<file path="config.mk">
export PLATFORM = sky130hd
export DESIGN_NAME = hb_tx_cmd_sched
export DESIGN_NICKNAME = d
export VERILOG_FILES = /design/src/rtl/hb_tx_cmd_sched.sv
export SDC_FILE = /design/constraint.sdc
export NUM_CORES = 1
export LEC_CHECK = 0
export ABC_AREA = 0
export CORE_AREA = 5 5 88 82
export CTS_CLUSTER_SIZE = 24
export DETAILED_ROUTE_END_ITERATION = 8
export DIE_AREA = 0 0 93 87
export PLACE_DENSITY = 0.59
export RECOVER_POWER = 100
export SYNTH_ARGS = -nofsm -noshare
export SYNTH_HDL_FRONTEND = slang
export SYNTH_SLANG_ARGS = --single-unit
</file>
<file path="constraint.sdc">
create_clock -name clk -period 3.9 [get_ports clk]
set_input_delay 0.78 -clock clk [delete_from_list [all_inputs] [get_ports clk]]
set_output_delay 0.78 -clock clk [all_outputs]
set_load 0.05 [all_outputs]
</file>
<file path="src/rtl/hb_tx_cmd_sched.sv">
// hb_tx_cmd_sched: heartbeat/send timers plus a PLCA-priority arbiter for the shared PCS tx_cmd path.
// Define HB_SCHED_STATS_EN to build the saturating preemption counter (otherwise tied to 0).
module hb_tx_cmd_timer #(
   parameter int RELOAD = 64,
   parameter int CNT_W  = 16
) (
   input  logic clk,
   input  logic reset_n,
   input  logic start,
   output logic done
);
   logic [CNT_W-1:0] count;
   // start outranks expiry, so a restart on the 1->0 cycle keeps done low
   always_ff @(posedge clk or negedge reset_n) begin
      if (!reset_n) begin
         count <= '0;
         done  <= 1'b1;
      end else if (start) begin
         count <= CNT_W'(RELOAD);
         done  <= 1'b0;
      end else if (count != '0) begin
         count <= count - 1'b1;
         done  <= (count == CNT_W'(1));
      end
   end
endmodule

module hb_tx_cmd_sched #(
   parameter int HB_TIMER_CYCLES = 20000,
   parameter int HB_SEND_CYCLES  = 64,
   parameter int GAP_CYCLES      = 2,
   parameter int CNT_W           = 16
) (
   input  logic       clk,
   input  logic       reset_n,
   input  logic       enable,
   input  logic       hb_timer_start,
   input  logic       hb_send_timer_start,
   input  logic [1:0] hb_cmd,
   input  logic [1:0] plca_cmd,
   input  logic       tx_busy,
   output logic       hb_timer_done,
   output logic       hb_send_timer_done,
   output logic [1:0] tx_cmd,
   output logic       hb_grant,
   output logic       hb_preempt,
   output logic [7:0] hb_preempt_cnt
);
   localparam logic [1:0] NONE = 2'b11;
   localparam int GW = $clog2(GAP_CYCLES + 1);
   typedef enum logic [1:0] {IDLE, PLCA, HB, GAP} state_t;
   state_t state, state_nx;
   logic [GW-1:0] gap_cnt;
   logic plca_req, hb_req, gap_end, preempt_nx;
   hb_tx_cmd_timer #(.RELOAD(HB_TIMER_CYCLES), .CNT_W(CNT_W)) u_hb_timer (
      .clk(clk), .reset_n(reset_n), .start(hb_timer_start), .done(hb_timer_done)
   );
   hb_tx_cmd_timer #(.RELOAD(HB_SEND_CYCLES), .CNT_W(CNT_W)) u_hb_send_timer (
      .clk(clk), .reset_n(reset_n), .start(hb_send_timer_start), .done(hb_send_timer_done)
   );
   assign plca_req   = plca_cmd != NONE;
   assign hb_req     = hb_cmd != NONE;
   assign gap_end    = gap_cnt == GW'(GAP_CYCLES - 1);
   assign preempt_nx = state == HB && state_nx == PLCA;
   assign hb_grant   = state == HB;
   // PLCA wins from every state; the guard gap only holds off heartbeat traffic
   always_comb begin
      state_nx = IDLE;
      if (enable)
         case (state)
            IDLE:    state_nx = plca_req ? PLCA : (hb_req && !tx_busy) ? HB : IDLE;
            PLCA:    state_nx = plca_req ? PLCA : IDLE;
            HB:      state_nx = plca_req ? PLCA : (!hb_req || tx_busy) ? GAP : HB;
            GAP:     state_nx = plca_req ? PLCA : gap_end ? IDLE : GAP;
            default: state_nx = IDLE;
         endcase
   end
   always_ff @(posedge clk or negedge reset_n) begin
      if (!reset_n) begin
         state      <= IDLE;
         gap_cnt    <= '0;
         tx_cmd     <= NONE;
         hb_preempt <= 1'b0;
      end else begin
         state      <= state_nx;
         gap_cnt    <= (state == GAP && state_nx == GAP) ? gap_cnt + 1'b1 : '0;
         tx_cmd     <= state_nx == PLCA ? plca_cmd : state_nx == HB ? hb_cmd : NONE;
         hb_preempt <= preempt_nx;
      end
   end
`ifdef HB_SCHED_STATS_EN
   always_ff @(posedge clk or negedge reset_n) begin
      if (!reset_n)
         hb_preempt_cnt <= '0;
      else if (preempt_nx && hb_preempt_cnt != 8'hff)
         hb_preempt_cnt <= hb_preempt_cnt + 1'b1;
   end
`else
   assign hb_preempt_cnt = '0;
`endif
endmodule

</file>
==> results of run 1 <==
==> logic make-up (layout without fill, tap and decap cells) <==
| kind of cell | after synthesis | count (layout) | share of synthesized area, % |
|---|---|---|---|
| adders and majority gates | 7 | 7 | 3.67 |
| muxes | 9 | 9 | 4.14 |
| buffers and inverters | 30 | 35 | 5.97 |
| other | 1 | 8 | 0.157 |
| DFF | 41 | 41 | 43.2 |
| and+or+nand+nor | 116 | 116 | 28.0 |
| AOI/OAI and AO/OA | 54 | 54 | 14.9 |
==> area by class of cell <==
cell class	instances	area, um^2
multi-input combinational	194	1230
inverter	12	45.0
tap	75	93.8
clock inverter	3	25.0
clock buffer	5	68.8
timing repair buffer	15	144
fill	629	3670
sequential	41	1030
==> flip-flops by register name (all words and copies together) (netlist names) <==
register               count
u_hb_send_timer.done       1
gap_cnt                    2
tx_cmd                     2
u_hb_timer.count          16
hb_preempt                 1
u_hb_send_timer.count     16
state                      2
u_hb_timer.done            1
==> power breakdown <==
part           internal [uW]  switching [uW]  total, uW
Sequential               475            59.5        534
Clock                    129             163        292
Combinational            130             228        358
==> Yosys cell counts, drive strengths merged (3+ instances only) <==
master,number
dfrtp,37
nand2b,4
buf,8
a211oi,3
a21oi,16
ha,7
clkbuf,10
a311oi,3
inv,12
nor2,19
nor2b,9
o21ai,11
or4,9
nand2,15
dfstp,4
or2,3
mux2,7
o31ai,8
nand3,9
or4b,3
nor3,14
or3,7
nor4,13
==> per-layer routing <==
layer | up-vias | part of all wire (%)
met5 | - | 0
li1 | 975 | -
met4 | 0 | 1.3
met2 | 47 | 40
met3 | 4 | 4.3
met1 | 891 | 55
==> worst max path at each step <==
stage / start / endpoint / depth (start not counted)
5_1_grt: reset_n / u_hb_timer.count[7]$_DFFE_PN0P_ / 1
4_1_cts: state[0]$_DFF_PN0_ / hb_grant / 2
3_3_place_gp: hb_send_timer_start / u_hb_send_timer.done$_DFFE_PN1P_ / 3
2_1_floorplan: u_hb_send_timer.count[0]$_DFFE_PN0P_ / u_hb_send_timer.count[10]$_DFFE_PN0P_ / 7
6_report: u_hb_send_timer.count[0]$_DFFE_PN0P_ / u_hb_send_timer.count[12]$_DFFE_PN0P_ / 6
3_5_place_dp: hb_send_timer_start / u_hb_send_timer.done$_DFFE_PN1P_ / 3
==> metrics by stage <==
step | hold WS, ns | instance area [um^2] | setup WS (ns)
after CTS | 0.445 | 2650 | 1.28
final | 0.440 | 2640 | 1.17
after global placement | 0.430 | 2560 | 1.33
after floorplan | 0.415 | 2410 | 1.77
after detailed placement | 0.431 | 2560 | 1.27
after global routing | 0.492 | 2640 | 0.869
==> cells in the final DEF, fill, tap and decap left out, types with 3 or more instances in the layout <==
| cell | instances |
|---|---|
| a211oi_1 | 3 |
| a21oi_1 | 16 |
| a311oi_1 | 3 |
| clkbuf_8 | 5 |
| clkdlybuf4s50_1 | 4 |
| conb_1 | 8 |
| dfrtp_1 | 37 |
| dfstp_2 | 4 |
| dlygate4sd3_1 | 10 |
| ha_1 | 7 |
| inv_1 | 12 |
| mux2_1 | 6 |
| nand2_1 | 15 |
| nand2b_1 | 4 |
| nand3_1 | 9 |
| nor2_1 | 19 |
| nor2b_1 | 9 |
| nor3_1 | 13 |
| nor4_1 | 13 |
| o21ai_0 | 11 |
| o31ai_1 | 8 |
| or2_1 | 3 |
| or3_1 | 6 |
| or4_1 | 9 |
| or4b_1 | 3 |
==> flow_summary.json, run 1 <==
{
  "status": "finished, violations left",
  "violations": "max-capacitance violations, max-slew violations",
  "grtUsageMet3_pct": 2.68,
  "rsz0062_at_grt": "no",
  "ir_worst_vdd_uv": 183,
  "synth_warnings": 0,
  "worstPathCellList": "inv_1, ha_1, or4b_1, nor3_1, nor4_1, mux2_1",
  "cp-start-kind": "flop",
  "clock_latency_ns": 0.30,
  "rr_startpoint": "u_hb_send_timer.count[0]$_DFFE_PN0P_",
  "die_x_um": 93,
  "postLayoutCoreUtil_pct": 41.8,
  "drt_iter0_markers": 126,
  "portBuffers": 15,
  "synth.area.top_cells": "dfrtp_1 39%, dfstp_2 4.4%, ha_1 3.7%",
  "grt_pass1_wl_um": 8270,
  "nets": 286,
  "synth_cells": 258,
  "busiest_layer": "met1",
  "ys_async_sr_fraction_pct": 100,
  "dp_cells": 337,
  "synth.distinct_cells": 47,
  "grt_pass1_vias": 1773,
  "avgSynthCellArea_um2": 9.26,
  "synth_seq_area_share_pct": 43.2,
  "vias": 1917,
  "syn_to_final_growth_pct": 10.4,
  "worst-path-buf-inv": 1,
  "clk_pin_slew_ns": 0.09,
  "cts_buffers": 5,
  "clock-sinks": 41,
  "synth_top_cell_by_area": "dfrtp_1",
  "syn_area_um2": 2390,
  "cp_top_family": "simple AND/OR/NAND/NOR gates",
  "cap_viol_max_count": 1,
  "crit_path_top_delay_cell": "nor3_1",
  "tns_ns": 0,
  "worstHoldPathType": "flop to flop",
  "cts-resized-gates": 0,
  "wl_per_cell_um": 14.0,
  "coreArea_um2": 6310,
  "setup_violations": 0,
  "hold_end": "gap_cnt[0]$_DFF_PN0_",
  "reg2reg_to": "u_hb_send_timer.count[12]$_DFFE_PN0P_",
  "cts_htree_levels": 2,
  "gr-usage-met2_pct": 17.9,
  "ant_nets": 0,
  "cts.root.buffer_cell": "clkbuf_8",
  "crit_required_ns": 4.08,
  "ff2ff_path_depth": 6,
  "first_pass_iters": 4,
  "die_area_um2": 8090,
  "io_pins": 24,
  "dpl.hpwl_um": 3350,
  "grt_use_met1_pct": 19.0,
  "finClkSkew_ns": 0.00954,
  "ys.flop_type": "dfrtp_1",
  "hold_start": "gap_cnt[0]$_DFF_PN0_",
  "fp.dieH_um": 87,
  "max_freq_mhz": 367,
  "critPathMaxFanout": 10,
  "critical_path_class": "flop to flop",
  "via_per_inst": 5.56,
  "antenna_found_initial": 0,
  "cts_hold_buf": 0,
  "yosysTopAreaCellShare_pct": 38.8,
  "fin_cells": 345,
  "drcViolationCount": 0,
  "synth_enable_flop_cells": 0,
  "finalHoldViolCount": 0,
  "fin_crit_ns": 2.73,
  "post_cts.repair.setup_buffers": 0,
  "fin_crit_sh_pct": 69.9,
  "slew_headroom_pct": -49.0,
  "final_max_slew_viol_count": 42,
  "finalPower_uw": 1180,
  "drt_wl_total_um": 4830,
  "p_leak_uw": 0.00106,
  "arrival_ns": 2.90,
  "cts_tree": "done",
  "hold_depth": 1,
  "cts_buffer_depth": 2,
  "synth-seq-cells": 41,
  "max_stage_delay_ns": 0.78,
  "rows": 28,
  "start_util_pct": 37.9,
  "final_layout_size_suffix_gt1_share_pct": 5.93,
  "powerDensity_nw_per_um2": 449,
  "track_usage_pct": 12.7,
  "gp_congestion": 0.781,
  "grt_max_degree": 42,
  "worst_pin_slew_ns": 2.23,
  "gr-total-overflow": 0,
  "num_antenna_cells": 0,
  "endpoint_kind": "flop",
  "rrSetupSlack_ns": 1.17
}
Power figures use the tool's default switching activity.
==> inputs of run 2 (changes only) <==
--- a/config.mk
+++ b/config.mk
@@ -10,7 +10,7 @@
 export CTS_CLUSTER_SIZE = 24
 export DETAILED_ROUTE_END_ITERATION = 8
 export DIE_AREA = 0 0 93 87
-export PLACE_DENSITY = 0.59
+export PLACE_DENSITY = 0.61
 export RECOVER_POWER = 100
 export SYNTH_ARGS = -nofsm -noshare
 export SYNTH_HDL_FRONTEND = slang
==> constraint.sdc (replaced) <==
create_clock -name clk -period 2.2 [get_ports clk]
set_input_delay 0.44 -clock clk [delete_from_list [all_inputs] [get_ports clk]]
set_output_delay 0.44 -clock clk [all_outputs]
set_load 0.05 [all_outputs]
==> flow_summary.json, run 2 (same netlist as run 1, synthesis figures left out) <==
{
  "fin_crit_sh_pct": 96.1,
  "final_layout_size_suffix_gt1_share_pct": 11.8,
  "final_max_slew_viol_count": 0,
  "clk_pin_slew_ns": 0.09,
  "cts.root.buffer_cell": "clkbuf_8",
  "final_cell_mix": "37 x dfrtp_1, 19 x nor2_1, 16 x a21oi_1, 15 x nand2_1, 13 x nor4_1",
  "cp.depth": 1,
  "coreArea_um2": 6310,
  "arrival_ns": 1.67,
  "fp.dieH_um": 87,
  "grt_max_degree": 42,
  "post_cts.repair.setup_buffers": 0,
  "rows": 28,
  "ir_worst_vdd_uv": 348,
  "cp-start-kind": "flop",
  "cts_htree_levels": 2,
  "syn_to_final_growth_pct": 15.5,
  "ff2ff_path_depth": 4,
  "rrSetupSlack_ns": 0.15,
  "cts_buffer_depth": 2,
  "drcViolationCount": 0,
  "max_stage_delay_ns": 0.86,
  "worst-path-buf-inv": 1,
  "gp_congestion": 0.855,
  "worstPathCellList": "dlygate4sd3_1",
  "via_per_inst": 5.52,
  "finClkSkew_ns": 0.0116,
  "setup_violations": 0,
  "clock-sinks": 41,
  "worstHoldPathType": "primary input to asynchronous set/reset pin",
  "mostFrequentLayoutCell": "dfrtp_1",
  "wl_per_cell_um": 14.1,
  "nets": 303,
  "crit_required_ns": 1.76,
  "largestRegisters": "u_hb_send_timer.count: 16 flops, u_hb_timer.count: 16 flops",
  "grt_pass1_vias": 1922,
  "p_leak_uw": 0.00112,
  "worst_pin_slew_ns": 1.03,
  "cp_top_family": "buffers and inverters",
  "start_util_pct": 37.9,
  "clock_latency_ns": 0.30,
  "gr-total-overflow": 0,
  "max_freq_mhz": 473,
  "tns_ns": 0,
  "antenna_found_initial": 0,
  "die_x_um": 93,
  "seq_area_um2": 1030,
  "dpl.hpwl_um": 3710,
  "fin_crit_ns": 2.11,
  "drt_iter0_markers": 94,
  "cts_tree": "done",
  "crit_path_top_delay_cell": "dlygate4sd3_1",
  "dp_slack_ns": 0.0915,
  "status": "finished, final reports clean",
  "cts_buffers": 5,
  "cts_hold_buf": 0,
  "cap_viol_max_count": 0,
  "finalHoldViolCount": 0,
  "ant_nets": 0,
  "endpoint_kind": "output pin",
  "portBuffers": 15,
  "finalPower_uw": 2220,
  "postLayoutSetupSlackWorst_ns": 0.0853,
  "critical_path_class": "flop to output pin",
  "first_pass_iters": 4,
  "io_pins": 24,
  "die_area_um2": 8090,
  "multiInputGateArea_um2": 1250,
  "vias": 1998,
  "grt_pass1_wl_um": 8930,
  "slew_headroom_pct": 31.5,
  "critPathMaxFanout": 1,
  "powerDensity_nw_per_um2": 805,
  "fillers": 635,
  "num_antenna_cells": 0,
  "drt_wl_total_um": 5120,
  "rsz0062_at_grt": "no",
  "track_usage_pct": 13.5
}
run 2: cell count changes in the layout (fill, tap and decap cells not counted), moves of 3 or more:
| cell | previous run | this run |
|---|---|---|
| clkbuf_1 | 1 | 4 |
| clkbuf_2 | 0 | 3 |
| buf_4 | 0 | 10 |
| dlygate4sd3_1 | 10 | 4 |
| clkdlybuf4s50_1 | 4 | 9 |
run 2: path summary, 6_finish.rpt:
path / start / end
worst max-delay path: tx_cmd[1]$_DFF_PN1_ / tx_cmd[1]
worst min-delay path: reset_n / u_hb_timer.count[12]$_DFFE_PN0P_
worst max register to register: u_hb_send_timer.count[9]$_DFFE_PN0P_ / u_hb_send_timer.count[14]$_DFFE_PN0P_
worst min register to register: gap_cnt[0]$_DFF_PN0_ / gap_cnt[0]$_DFF_PN0_
max in group asynchronous: reset_n / u_hb_send_timer.count[9]$_DFFE_PN0P_
min in group clk: gap_cnt[0]$_DFF_PN0_ / gap_cnt[0]$_DFF_PN0_
run 2: area by class of cell:
cell class	instances	area share [%]
Sequential cell	41	37.4
Clock inverter	3	0.907
Tap cell	75	3.40
Clock buffer	5	2.49
Multi-Input combinational cell	194	45.2
Timing Repair Buffer	32	8.98
Inverter	12	1.63
run 2: report_power, final:
group          internal (uW)  switching [uW]
clock                    229             285
combinational            316             442
sequential               842             108
run 2: stage by stage:
stage	instance area [um^2]	util [%]	std cells	hold slack, ns
after CTS	2780	44.0	362	0.220
final	2760	43.8	362	0.387
after global routing	2760	43.8	362	0.476
after global placement	2680	42.5	354	0.435
after detailed placement	2680	42.5	354	0.433
after floorplan	2410	-	265	0.144
run 2: repair_timing:
item,CTS,global route
gates resized for setup,0,2
endpoints found under the hold margin,0,0
setup endpoints to repair,0,8
run 2: routing by layer:
metal  wire length (um)  track usage, %  vias up
met1               2520            18.5      947
met3                180            2.85        7
li1                   -               -     1004
met5                  0               0        -
met2               2340            21.1       40
met4                 79            5.19        0
==> inputs of run 3 (changes only) <==
==> constraint.sdc (replaced) <==
create_clock -name clk -period 2.2 [get_ports clk]
set_input_delay 0.33 -clock clk [delete_from_list [all_inputs] [get_ports clk]]
set_output_delay 0.33 -clock clk [all_outputs]
set_load 0.05 [all_outputs]
==> flow_summary.json, run 3 (same netlist as run 1, synthesis figures left out) <==
{
  "grt_pass1_wl_um": 8740,
  "p_int_uw": 1600,
  "cts_htree_levels": 2,
  "powerDensity_nw_per_um2": 863,
  "endpoint_kind": "flop",
  "drcViolationCount": 0,
  "clock-sinks": 41,
  "max_stage_delay_ns": 0.48,
  "dpl.hpwl_um": 3770,
  "critical_path_class": "flop to flop",
  "rr_startpoint": "u_hb_send_timer.count[0]$_DFFE_PN0P_",
  "syn_to_final_growth_pct": 17.1,
  "via_per_inst": 5.44,
  "hold_end": "gap_cnt[0]$_DFF_PN0_",
  "wl_per_cell_um": 14.0,
  "antenna_found_initial": 0,
  "ir_worst_vdd_uv": 756,
  "reg2reg_to": "u_hb_send_timer.count[14]$_DFFE_PN0P_",
  "cts_buffer_depth": 2,
  "fin_cells": 363,
  "grtUsageMet3_pct": 2.59,
  "track_usage_pct": 13.4,
  "ff2ff_path_depth": 6,
  "drt_iter0_markers": 93,
  "io_pins": 24,
  "grt_use_met1_pct": 19.1,
  "fp.dieH_um": 87,
  "finClkSkew_ns": 0.00871,
  "nets": 304,
  "post_cts.repair.setup_buffers": 0,
  "tns_ns": 0,
  "die_area_um2": 8090,
  "cap_viol_max_count": 0,
  "rrSetupSlack_ns": 0.12,
  "clk_pin_slew_ns": 0.09,
  "coreArea_um2": 6310,
  "vias": 1973,
  "fin_crit_sh_pct": 94.4,
  "p_switching_uw": 811,
  "grt_pass1_vias": 1837,
  "setup_violations": 0,
  "worstPathCellList": "inv_1, buf_4, ha_1, or4b_1, or4_1, a21oi_1",
  "worst_pin_slew_ns": 0.904,
  "mostFrequentLayoutCell": "dfrtp_1",
  "cts_buffers": 5,
  "dp_slack_ns": 0.102,
  "critPathMaxFanout": 7,
  "gp_congestion": 0.820,
  "ant_nets": 0,
  "arrival_ns": 2.30,
  "slew_headroom_pct": 39.7,
  "hold_start": "gap_cnt[0]$_DFF_PN0_",
  "dp_cells": 354,
  "final_layout_size_suffix_gt1_share_pct": 10.4,
  "crit_path_top_delay_cell": "or4_1",
  "rsz0062_at_grt": "no",
  "grt_max_degree": 17,
  "busiest_layer": "met2",
  "drt_wl_total_um": 5100,
  "die_x_um": 93,
  "cts_tree": "done",
  "comb_power_share_pct": 30.8,
  "seqPwrFrac_pct": 39.3,
  "pwr-share-clk_pct": 29.9,
  "rows": 28,
  "fin_crit_ns": 2.08,
  "switching_share_pct": 33.6,
  "worstHoldPathType": "flop to flop",
  "first_pass_iters": 4,
  "max_freq_mhz": 482,
  "start_util_pct": 37.9,
  "final_cell_mix": "37 x dfrtp_1, 19 x nor2_1, 16 x a21oi_1, 15 x nand2_1, 13 x nor4_1",
  "num_antenna_cells": 0,
  "crit_required_ns": 2.42,
  "postLayoutSetupSlackWorst_ns": 0.124,
  "largestRegisters": "u_hb_send_timer.count: 16 flops, u_hb_timer.count: 16 flops",
  "portBuffers": 15,
  "cp-start-kind": "flop",
  "p_leak_uw": 0.00115,
  "hold_depth": 1,
  "clock_latency_ns": 0.29,
  "finalPower_uw": 2410,
  "status": "finished, final reports clean",
  "final_max_slew_viol_count": 0,
  "finalHoldViolCount": 0,
  "gr-total-overflow": 0,
  "gr-usage-met2_pct": 20.5,
  "cts.root.buffer_cell": "clkbuf_8"
}
-- run 3: changes by cell type in the layout (fill, tap and decap cells not counted), moves of 2 or more --
cell / delta
clkdlybuf4s50_1: -3
bufinv_16: +2
dlygate4sd3_1: +4
clkbuf_1: +3
-- run 3: metrics by stage --
stage	area, um^2	utilization (%)	hold slack [ns]
floorplan	2410	-	0.0344
global placement	2680	42.5	0.281
detailed placement	2680	42.5	0.278
CTS	2830	44.8	0.456
global route	2800	44.3	0.487
finish	2800	44.3	0.455
-- run 3: metal layers --
layer | part of all wire [%] | vias to the layer above | wire length [um]
met4 | 0.75 | 0 | 38
met2 | 46 | 42 | 2360
met1 | 50 | 920 | 2560
met5 | 0 | - | 0
li1 | - | 1007 | -
met3 | 2.9 | 4 | 149
-- run 3: worst max-delay path by stage --
stage,startpoint,to,slack [ns],cells after the start
detailed placement,u_hb_send_timer.count[0]$_DFFE_PN0P_,u_hb_send_timer.count[10]$_DFFE_PN0P_,0.10,6
finish,u_hb_send_timer.count[0]$_DFFE_PN0P_,u_hb_send_timer.count[14]$_DFFE_PN0P_,0.12,6
floorplan,u_hb_send_timer.count[0]$_DFFE_PN0P_,u_hb_send_timer.count[10]$_DFFE_PN0P_,0.07,7
global route,u_hb_send_timer.count[0]$_DFFE_PN0P_,u_hb_send_timer.count[14]$_DFFE_PN0P_,0.01,6
global placement,u_hb_send_timer.count[0]$_DFFE_PN0P_,u_hb_send_timer.count[12]$_DFFE_PN0P_,0.16,6
CTS,u_hb_send_timer.count[0]$_DFFE_PN0P_,u_hb_send_timer.count[10]$_DFFE_PN0P_,0.08,6
-- run 3: area by class of cell --
class / count / area (um^2)
Sequential cell: 41 / 1030
Inverter: 12 / 45.0
Clock inverter: 3 / 65.1
Clock buffer: 5 / 68.8
Timing Repair Buffer: 33 / 251
Tap cell: 75 / 93.8
Fill cell: 623 / 3510
Multi-Input combinational cell: 194 / 1240
-- run 3: power groups by stage --
| stage | Sequential [uW] | Combinational (uW) | Clock, uW |
|---|---|---|---|
| global route | 963 | 832 | 780 |
| CTS | 945 | 765 | 747 |
| global placement | 959 | 755 | 0 |
| detailed placement | 959 | 761 | 0 |
| finish | 948 | 743 | 722 |
| floorplan | 931 | 538 | 0 |
-- run 3: repair_timing --
action,4_1_cts,5_1_grt
hold buffers,1,0
resized for setup,0,1
hold endpoints to repair,13,0
endpoints found under the setup margin,0,6
-- run 3: critical path, delay by kind of cell (launching register included) --
family / cells / cell delay [ns]
and+or+nand+nor: 2 / 0.95
DFF: 1 / 0.41
adders and majority gates: 1 / 0.26
buffers and inverters: 2 / 0.21
AOI/OAI and AO/OA: 1 / 0.16
